$ cat config.mk
export PLATFORM = sky130hd
export DESIGN_NAME = uart_tx_param
export DESIGN_NICKNAME = d
export VERILOG_FILES = /design/src/rtl/uart_tx_param.sv
export SDC_FILE = /design/constraint.sdc
export NUM_CORES = 1
export LEC_CHECK = 0
export ABC_AREA = 1
export CORE_MARGIN = 3
export CORE_UTILIZATION = 40
export CTS_CLUSTER_DIAMETER = 30
export DETAILED_ROUTE_END_ITERATION = 16
export GPL_ROUTABILITY_DRIVEN = 1
export PLACE_DENSITY_LB_ADDON = 0.08
export SYNTH_ARGS = -nofsm -noshare
export SYNTH_HDL_FRONTEND = slang
export SYNTH_SLANG_ARGS = --single-unit
$ cat constraint.sdc
create_clock -name clk -period 4.8 [get_ports clk]
set_clock_uncertainty 0.05 [all_clocks]
set_input_delay 0.48 -clock clk [delete_from_list [all_inputs] [get_ports clk]]
set_output_delay 0.48 -clock clk [all_outputs]
set_load 0.02 [all_outputs]
$ cat src/rtl/uart_tx_param.sv
// -----------------------------------------------------------------------------
// uart_tx_param
//   Parametrised UART transmitter: transmit FIFO, baud divider and frame
//   engine with runtime-selectable data width (5-8), parity (none/odd/even)
//   and stop bits (1/2). Frame settings are latched when a byte is popped,
//   so input changes mid-frame apply to the next frame only.
//
// Parameters
//   CLK_FREQ   : system clock in Hz (informational only)
//   FIFO_DEPTH : transmit FIFO entries, power of two, 2..256
//   DIV_W      : baud divisor width
//
// Ports
//   clk, rst          : clock, asynchronous active-high reset
//   baud_div          : cycles per bit minus 1
//   data_bits         : 0..3 -> 5..8 data bits
//   parity_mode       : 00 none, 01 odd, 10 even, 11 none
//   stop_bits         : 0 -> one stop bit, 1 -> two
//   wr_en, wr_data    : FIFO push (dropped when full unless popping)
//   full, empty, level: FIFO status (registered)
//   busy              : frame engine not idle
//   tx                : serial line, idle high
//
// Optional feature (macro UART_TX_BREAK_EN)
//   Adds input break_req. While the registered break_req is high, tx is
//   held low, the FSM and FIFO pop are frozen and the bit timer is held at
//   0, so the interrupted bit restarts in full on release.
// -----------------------------------------------------------------------------
module uart_tx_param #(
  parameter int CLK_FREQ   = 100_000_000,
  parameter int FIFO_DEPTH = 16,
  parameter int DIV_W      = 16
) (
  input  logic                          clk,
  input  logic                          rst,
  input  logic [DIV_W-1:0]              baud_div,
  input  logic [1:0]                    data_bits,
  input  logic [1:0]                    parity_mode,
  input  logic                          stop_bits,
  input  logic                          wr_en,
  input  logic [7:0]                    wr_data,
`ifdef UART_TX_BREAK_EN
  input  logic                          break_req,
`endif
  output logic                          full,
  output logic                          empty,
  output logic [$clog2(FIFO_DEPTH):0]   level,
  output logic                          busy,
  output logic                          tx
);

  localparam int AW = $clog2(FIFO_DEPTH);
  localparam int PW = AW + 1;

  if (FIFO_DEPTH < 2 || FIFO_DEPTH > 256 || (FIFO_DEPTH & (FIFO_DEPTH - 1)) != 0
      || CLK_FREQ <= 0) begin : g_bad_cfg
    $error("uart_tx_param: illegal FIFO_DEPTH or CLK_FREQ");
  end

  typedef enum logic [2:0] {S_IDLE, S_START, S_DATA, S_PARITY, S_STOP} state_t;

  // ---------------------------------------------------------------- FIFO
  logic [7:0]    r_mem [FIFO_DEPTH];
  logic [PW-1:0] r_wr_ptr, r_rd_ptr;
  logic [PW-1:0] r_level;
  logic          r_full, r_empty;
  logic [PW-1:0] w_wr_nxt, w_rd_nxt;
  logic          w_push, w_pop;

  // ---------------------------------------------------------------- engine
  state_t           r_state;
  logic [DIV_W-1:0] r_timer, r_div;
  logic [1:0]       r_nbits;
  logic             r_par_en, r_par_bit, r_two_stop;
  logic [2:0]       r_bitcnt;
  logic [7:0]       r_shift;
  logic             r_tx, r_busy;

  logic       w_run, w_bit_end, w_last_data, w_stop_last, w_load;
  logic [7:0] w_head, w_data_m;
  logic       w_par;

`ifdef UART_TX_BREAK_EN
  logic r_brk;
  always_ff @(posedge clk or posedge rst) begin
    if (rst) r_brk <= 1'b0;
    else     r_brk <= break_req;
  end
  assign w_run = ~r_brk;
  assign tx    = r_tx & ~r_brk;
`else
  assign w_run = 1'b1;
  assign tx    = r_tx;
`endif

  always_comb begin
    w_head      = r_mem[r_rd_ptr[AW-1:0]];
    // Data bits above the selected length are cleared so the parity over
    // the whole byte equals the parity over the bits actually sent.
    w_data_m    = w_head & (8'hFF >> (2'd3 - data_bits));
    w_par       = (parity_mode == 2'b01) ? ~^w_data_m : ^w_data_m;
    w_bit_end   = (r_timer == r_div);
    w_last_data = (r_bitcnt == (3'(r_nbits) + 3'd4));
    w_stop_last = w_bit_end && (r_bitcnt[0] == r_two_stop);
    w_load      = w_run && !r_empty &&
                  ((r_state == S_IDLE) || (r_state == S_STOP && w_stop_last));
    w_pop       = w_load;
    // A pop in the same cycle frees a slot, so a push while full is accepted.
    w_push      = wr_en && (!r_full || w_pop);
    w_wr_nxt    = r_wr_ptr + PW'(w_push);
    w_rd_nxt    = r_rd_ptr + PW'(w_pop);
  end

  always_ff @(posedge clk) begin
    if (w_push) r_mem[r_wr_ptr[AW-1:0]] <= wr_data;
  end

  always_ff @(posedge clk or posedge rst) begin
    if (rst) begin
      r_wr_ptr <= '0;
      r_rd_ptr <= '0;
      r_level  <= '0;
      r_full   <= 1'b0;
      r_empty  <= 1'b1;
    end else begin
      r_wr_ptr <= w_wr_nxt;
      r_rd_ptr <= w_rd_nxt;
      r_level  <= w_wr_nxt - w_rd_nxt;
      r_full   <= ((w_wr_nxt - w_rd_nxt) == PW'(FIFO_DEPTH));
      r_empty  <= (w_wr_nxt == w_rd_nxt);
    end
  end

  // ---------------------------------------------------------------- FSM
  always_ff @(posedge clk or posedge rst) begin
    if (rst) begin
      r_state    <= S_IDLE;
      r_timer    <= '0;
      r_div      <= '0;
      r_nbits    <= '0;
      r_par_en   <= 1'b0;
      r_par_bit  <= 1'b0;
      r_two_stop <= 1'b0;
      r_bitcnt   <= '0;
      r_shift    <= '0;
      r_tx       <= 1'b1;
      r_busy     <= 1'b0;
    end else if (!w_run) begin
      r_timer <= '0;
    end else if (w_load) begin
      // Entered from IDLE or straight from the last stop bit (no idle gap).
      r_state    <= S_START;
      r_timer    <= '0;
      r_div      <= baud_div;
      r_nbits    <= data_bits;
      r_par_en   <= (parity_mode == 2'b01) || (parity_mode == 2'b10);
      r_par_bit  <= w_par;
      r_two_stop <= stop_bits;
      r_bitcnt   <= '0;
      r_shift    <= w_data_m;
      r_tx       <= 1'b0;
      r_busy     <= 1'b1;
    end else if (r_state == S_IDLE) begin
      r_tx   <= 1'b1;
      r_busy <= 1'b0;
    end else if (!w_bit_end) begin
      r_timer <= r_timer + DIV_W'(1);
    end else begin
      r_timer <= '0;
      case (r_state)
        S_START: begin
          r_state <= S_DATA;
          r_tx    <= r_shift[0];
        end
        S_DATA: begin
          r_shift <= r_shift >> 1;
          if (w_last_data) begin
            r_bitcnt <= '0;
            if (r_par_en) begin
              r_state <= S_PARITY;
              r_tx    <= r_par_bit;
            end else begin
              r_state <= S_STOP;
              r_tx    <= 1'b1;
            end
          end else begin
            r_bitcnt <= r_bitcnt + 3'd1;
            r_tx     <= r_shift[1];
          end
        end
        S_PARITY: begin
          r_state  <= S_STOP;
          r_bitcnt <= '0;
          r_tx     <= 1'b1;
        end
        S_STOP: begin
          r_tx <= 1'b1;
          if (r_bitcnt[0] == r_two_stop) begin
            r_state <= S_IDLE;
            r_busy  <= 1'b0;
          end else begin
            r_bitcnt <= 3'd1;
          end
        end
        default: begin
          r_state <= S_IDLE;
          r_tx    <= 1'b1;
          r_busy  <= 1'b0;
        end
      endcase
    end
  end

  assign full  = r_full;
  assign empty = r_empty;
  assign level = r_level;
  assign busy  = r_busy;

endmodule
==> impl_summary.txt <==
----------------------------------------------------
[Clocking]
  Number of buffers created by CTS ... 17
  Worst-Skew Late Latency ... 0.44 ns
  Count of hold buffers inserted by post-cts repair ... 0
  Clock input transition at the sequential cells of the worst setup and hold paths ... 0.08 ns
  Level count of the clock H-tree ... 4
  Resized Gates After CTS ... 0
  Max clock buf depth ... 2
  CTS root buf ... clkbuf_16
  Post CTS Setup Buffer Count ... 0
  TritonCTS Sinks ... 198
  TritonCTS clock tree ... done

[Layout]
  Most frequent cells in the layout ... nand2_1, edfxtp_1, inv_1
  Final antenna diode count ... 0
  Area growth from synthesis to layout ... 13.4%
  NumNets Final ... 1038
  Fraction of final layout cells with drive strength greater than 1 ... 5.96%
  Commonest non-fill, non-tap cell in the layout ... nand2_1

[STA]
  Clock period minus worst slack ... 3.31 ns
  Relative slew slack ... 27.4%
  Total count of hold-check failures in the final report ... 0
  Unrepaired setup endpoints after global routing ... no
  Count of final setup violators ... 0
  Setup tns final ... 0 ns
  Worst Tran Pin Value ... 1.09 ns
  Final clock period utilization by the worst path ... 68.9%
  Highest Clock Rate ... 302 MHz
  Number of slew-limit violations in the final report ... 0

[Yosys]
  Distinct cells, synth ... 38
  Number of synthesized flops with an enable pin ... 128
  Post-synthesis register bit count ... 198
  Post-synthesis instance area ... 9200 um^2
  Synth Net Count ... 1006
  Post-synthesis instance total ... 962
  Count of warnings emitted by yosys ... 0
  Commonest register cell after synthesis ... edfxtp_1
  Per-instance average area after synthesis ... 9.57 um^2
  Sequential share of the synthesized area ... 60.8%
  Synth async-reset ratio ... 35.4%

[Place]
  Sum of net half-perimeters after detailed placement ... 13400 um
  Routability congestion estimate ... 0.825
  Number of buffer cells added on primary ports ... 40

[GRT]
  Met1 demand-to-capacity share in global routing ... 24.3%
  Met3 GRT Util ... 3.12%
  Pin count of the biggest net entering global routing ... 73
  Residual overflow from global routing ... 0
  Antenna violations before repair ... 0
  Met2 usage in global routing ... 29.5%
  Global-route wire length before repair ... 33600 um
  Gr usage total ... 17.7%
  Vias in the first global route ... 5943
  Layer with the highest usage ... met2

[Min path]
  Class of the most critical hold timing path ... in2async

[Worst setup path]
  Worst setup path category ... reg2reg
  Arrival time at the worst endpoint ... 3.63 ns
  Endpoint class of the critical path ... flip-flop
  Ordered cell list for the critical path ... xnor2_1, nand2_1, nor2_1, nand4_2, nand2_2, nand2_2, a21boi_4, ha_1, ha_1, inv_1, fa_1, o21ai_0, xnor2_1, nand3_1, nor2_1
  Critical Path End ... full$_DFF_PP0_
  Origin of the worst setup path ... r_timer[13]$_DFFE_PP0N_
  Biggest cell delay along the critical path ... 0.46 ns
  Worst-path maximum fanout ... 11
  Data required, critical path ... 5.12 ns
  Terminus of the critical flop-to-flop path ... full$_DFF_PP0_
  Master of the slowest instance on the critical path ... fa_1
  Critical Path Source Type ... flip-flop
  Reg2Reg Depth ... 15
  Reg2reg setup slack ... 1.49 ns
  FF-to-FF Start ... r_timer[13]$_DFFE_PP0N_

[Pwr]
  Relative contribution of the clock network to total power ... 22.3%
  Worst VDD drop ... 408 uV
  Part of the total power dissipated in sequential elements ... 34.4%
  Total net switching power ... 2.96 mW
  Internal cell power ... 4.02 mW
  Static leakage power ... 4.50 nW
  Fraction of power consumed by combinational cells ... 43.3%
  Power density cells ... 669 nW/um^2
  Total Power Consumption ... 6.98 mW
  Switching fraction of total power ... 42.4%

[Route]
  DRC violations left ... 0
  Via count ... 6216
  First DRT Iteration DRCs ... 320
  Avg Vias per Cell ... 4.83
  Total Routed Length ... 21100 um
  Antenna-violating nets left ... 0
  Average routed wire per standard cell ... 16.4 um
  Iteration count of the initial detailed-routing pass ... 5

[Die]
  Die Y-Extent ... 158 um
  Floorplan Core Area ... 22200 um^2
  Die Area ... 24900 um^2
  Top-level port count ... 41
  DIE WIDTH ... 158 um
  Total number of placement rows ... 54
  Initial standard-cell utilization of the core ... 41.4%

[Status]
  Run status ... finished clean

[Run]
  Max-cap violation count ... 0

----------------------------------------------------
==> how the worst min path moves through the flow <==
stage                                   end                   start  slack [ns]
finish              r_timer[15]$_DFFE_PP0N_                     rst        0.35
global route        r_timer[15]$_DFFE_PP0N_                     rst        0.39
CTS                 r_timer[15]$_DFFE_PP0N_                     rst        0.35
detailed placement         busy$_DFFE_PP0P_        busy$_DFFE_PP0P_        0.42
global placement           busy$_DFFE_PP0P_        busy$_DFFE_PP0P_        0.41
floorplan            r_shift[7]$_DFFE_PP0P_  r_shift[7]$_DFFE_PP0P_        0.40
==> flip-flops by register name, indices dropped and copies added (netlist names) <==
register    cells
busy            1
empty           1
full            1
level           5
r_bitcnt        3
r_div          16
r_mem         128
r_nbits         2
r_par_bit       1
r_par_en        1
r_rd_ptr        5
r_shift         8
r_state         3
r_timer        16
r_two_stop      1
r_wr_ptr        5
tx              1
==> per-stage QoR <==
stage	worst slack (ns)	hold WS (ns)	instances	util [%]	cell area, um^2
after floorplan	1.75	0.398	962	-	9200
after global placement	1.53	0.411	1255	44.0	9790
after detailed placement	1.48	0.416	1255	44.0	9790
after CTS	1.46	0.351	1287	46.9	10400
after global routing	1.19	0.386	1287	46.9	10400
final	1.49	0.345	1287	46.9	10400
==> per-layer routing <==
layer | up-vias | part of all wire [%]
met5 | - | 0
met3 | 18 | 3.3
li1 | 3176 | -
met2 | 106 | 49
met1 | 2916 | 47
met4 | 0 | 1.2
==> final cells by class <==
class                           instances  area (um^2)
Multi-Input combinational cell        604         2910
Sequential cell                       198         5600
Tap cell                              280          350
Inverter                              124          465
Fill cell                            2120        11800
Clock buffer                           17          425
Timing Repair Buffer                   49          468
Clock inverter                         15          223
==> cell usage after synthesis, types with 5 or more instances <==
master	n	area, um^2
nor3_1	9	45.0
buf_4	9	67.6
dfrtp_1	68	1700
buf_6	6	67.6
nand2_1	273	1020
xnor2_1	19	166
inv_1	120	450
a21oi_1	8	40.0
o21ai_0	36	180
edfxtp_1	128	3840
xor2_1	14	123
o21ai_1	9	45.0
buf_2	16	80.1
nor2_1	86	323
ha_1	11	138
nand4_1	9	56.3
o211ai_1	7	52.6
nand3_2	5	50.1
nand3_1	96	480
==> power by group through the flow <==
stage          Clock, mW  Sequential [mW]  Combinational (mW)
2_1_floorplan          0             2.41                2.29
3_3_place_gp           0             2.43                3.06
3_5_place_dp           0             2.44                3.08
4_1_cts             1.58             2.40                3.09
5_1_grt             1.65             2.44                3.48
6_report            1.55             2.40                3.03
==> worst max-delay path: cells and delay by family, from the launching register on <==
kind / cells / cell delay (ns)
xor gates and xnor gates: 2 / 0.33
AOI/OAI and AO/OA: 2 / 0.52
DFF: 1 / 0.44
buffers and inverters: 1 / 0.08
and+or+nand+nor: 7 / 0.92
adders and majority gates: 3 / 0.90
==> kinds of logic (layout without fill, tap and decap cells) <==
logic type                 Yosys count  after routing  synth area share (%)
and+or+nand+nor                    493            493                  22.6
DFF                                198            198                  60.8
buffers and inverters              160            205                  7.60
AOI/OAI and AO/OA                   66             66                  4.08
xor gates and xnor gates            33             33                  3.14
adders and majority gates           12             12                  1.71
Power figures use the tool's default switching activity.
==> RTL change, RTL diff (same flow settings) <==
Put one more register stage on the output `tx`. The value now appears one clock later. The other outputs are not delayed to match. Comments in the files are not updated.
--- a/src/rtl/uart_tx_param.sv
+++ b/src/rtl/uart_tx_param.sv
@@ -92,3 +92,5 @@
   assign w_run = 1'b1;
-  assign tx    = r_tx;
+  always_ff @(posedge clk) begin
+    tx <= r_tx;
+  end
 `endif
Formal check against the unedited RTL: not equivalent (a bounded check fails within 4 cycles, from zero or initial values and one cycle with rst high).
==> RTL change against the original RTL <==
Wire length decreased by 0.91%; synthesized area increased by 0.34%; count of clock-buffer cells in the layout unchanged; final area about the same; largest power group unchanged; largest cell class unchanged; via count increased by 1.3%; total power about the same; non-clock buffer count decreased by 4; global-route usage about the same; setup slack got worse by 0.069 ns; sequential cell count increased by 1.
==> RTL change: results (changes against the original RTL) <==
qor: drt.drt_wl_total 20.9 mm [-0.91%]
qor: synth.post_synth_num_cell_types 42 [+11%]
qor: grt.maximum_number_of_pins_on_one_net_before_global_route_repair 77 [+5.5%]
qor: timing.worst_slew_margin_relative_to_its_limit 29.8% [+2.4 points]
qor: critical_path.crit_path_max_fanout 40 [+29]
qor: synth.avgSynthCellArea 9.62 sq um [+0.55%]
qor: drt.vias_per_cell 4.91 [+1.7%]
qor: clocking.clk_transition_reported_paths 0.09 ns
qor: synth.synthTopCellsByArea edfxtp_1, dfrtp_1, nand2_1, nand3_1, inv_1
qor: outcome.status finished, final reports clean
qor: synth.synth_edf_count 128 [unchanged]
qor: clocking.clock_tree.root_cell clkbuf_16
qor: synth.ys_top_cells_by_count nand2_1, edfxtp_1, inv_1
qor: grt.globalRoute.totalOverflow 0 [unchanged]
qor: layout.design.final.nets 1034 [-0.39%]
qor: grt.first_pass_grt_wire_length 33.8 mm [+0.72%]
qor: power_and_ir_drop.peakVddDrop 0.000349 V [-14%]
qor: synth.synth.yosys.warnings 0 [unchanged]
qor: clocking.cts_resized 0 [unchanged]
qor: layout.insertedDiodeCount 0 [unchanged]
qor: synth.async_flop_share 35.2% [-0.18 points]
qor: clocking.cts_setup_buffers 0 [unchanged]
qor: grt.antenna_violations_before_repair 0 [unchanged]
qor: clocking.h-tree-depth 4 [unchanged]
qor: critical_path.crit_arrival 3.71 ns [+0.08 ns]
qor: layout.largest_register_ffs 128 [unchanged]
qor: drt.wire_per_inst 16.3 um [-0.60%]
qor: placed_design.placer_s_final_routability_congestion_estimate 0.769 [-6.8%]
qor: clocking.clock_latency_at_the_later_pin_of_the_worst_skew_pair 0.45 ns
qor: synth.synth_seq_area_share 60.8% [about the same]
qor: placed_design.dp_hpwl 13.2 mm [-1.1%]
qor: synth.postSynth.topFlopCell edfxtp_1
qor: power_and_ir_drop.p_leak 0.00449 uW [-0.18%]
qor: power_and_ir_drop.p_sw_share 43.7% [+1.2 points]
qor: grt.via_count_of_the_first_global_routing_pass 6068 [+2.1%]
qor: placed_design.port-buffer-count 40 [unchanged]
qor: hold_path.min_path_type register to register
qor: layout.drive_above_1_share 6.18% [+0.22 points]
qor: drt.drt_pre_antenna_iters 5 [unchanged]
qor: clocking.clock_tree.buffer_depth 2 [unchanged]
qor: grt.total_routing_usage_reported_by_global_routing 17.7% [+0.034 points]
qor: drt.drt-initial-drc-count 506 [+58%]
qor: clocking.cts_made_buffers 17 [unchanged]
qor: placed_design.place_inst 1251 [-0.32%]
-- RTL change: changes by cell type in the layout (fill, tap and decap cells not counted), sizes merged --
cell and delta:
a31oi +1, buf -4, bufinv -2, clkinv +1, dfxtp +1, inv +5, nand2 +1, nand3 +2
nor2 -7, o211ai +2, o21ai -5, o22ai +1
-- RTL change: cell type report --
class                      instances  area (sq um)
sequential                       199          5620
timing repair buffer              45           438
multi-input combinational        599          2910
inverter                         128           480
tap                              280           350
fill                            2103         11800
clock inverter                    15           205
clock buffer                      17           425
-- RTL change: power groups by stage --
| stage | clock (uW) | combinational [uW] | sequential, uW |
|---|---|---|---|
| after floorplan | 0 | 2350 | 2420 |
| after global placement | 0 | 3070 | 2460 |
| after detailed placement | 0 | 3090 | 2460 |
| after CTS | 1540 | 3110 | 2420 |
| after global routing | 1610 | 3510 | 2460 |
| final | 1510 | 3050 | 2420 |
-- RTL change: logic make-up (layout without fill, tap and decap cells) --
family / after synthesis / after routing / share of synthesized area (%)
AOI/OAI and AO/OA: 65 / 65 / 4.24
buffers and inverters: 162 / 205 / 7.64
DFF: 199 / 199 / 60.8
xor gates and xnor gates: 33 / 33 / 3.13
adders and majority gates: 12 / 12 / 1.71
and+or+nand+nor: 489 / 489 / 22.4
-- RTL change: final timing paths --
kind	from	end	slack [ns]	depth (start not counted)
setup / recovery	r_timer[13]	full	1.42	17
hold / removal	r_tx	tx	0.38	0
setup reg to reg	r_timer[13]	full	1.42	17
hold reg to reg	r_tx	tx	0.38	0
max in group asynchronous	rst	r_shift[6]	3.26	3
min in group asynchronous	rst	level[1]	0.50	2
-- RTL change: critical path, stage by stage (launching register included) --
cell     delay, ns
dfrtp_1       0.44
xnor2_1       0.16
nand2_1       0.07
nor2_1        0.24
nand4_4       0.17
nand2_4       0.13
nand2_4       0.27
inv_2         0.15
ha_1          0.17
ha_1          0.18
xor2_1        0.26
inv_1         0.08
ha_1          0.31
nand2_1       0.06
o21ai_0       0.20
xnor2_1       0.17
nand3_1       0.09
nor2_1        0.08
-- RTL change: metrics by stage --
step	setup slack [ns]	power (uW)	hold slack, ns	utilization (%)	cell area, sq um
after floorplan	1.78	4780	0.345	-	9230
after global placement	1.49	5520	0.363	44.1	9800
after detailed placement	1.42	5550	0.364	44.1	9800
after CTS	1.41	7070	0.376	46.9	10400
after global routing	1.03	7580	0.384	46.9	10400
final	1.42	6970	0.376	46.9	10400
-- RTL change: routing by layer --
| metal | global-route usage, % | share of wire [%] | up-vias |
|---|---|---|---|
| met1 | 25.5 | 49 | 3004 |
| met4 | 4.34 | 0.79 | 0 |
| met2 | 28.4 | 47 | 112 |
| li1 | - | - | 3172 |
| met5 | 0 | 0 | - |
| met3 | 2.95 | 3.6 | 11 |
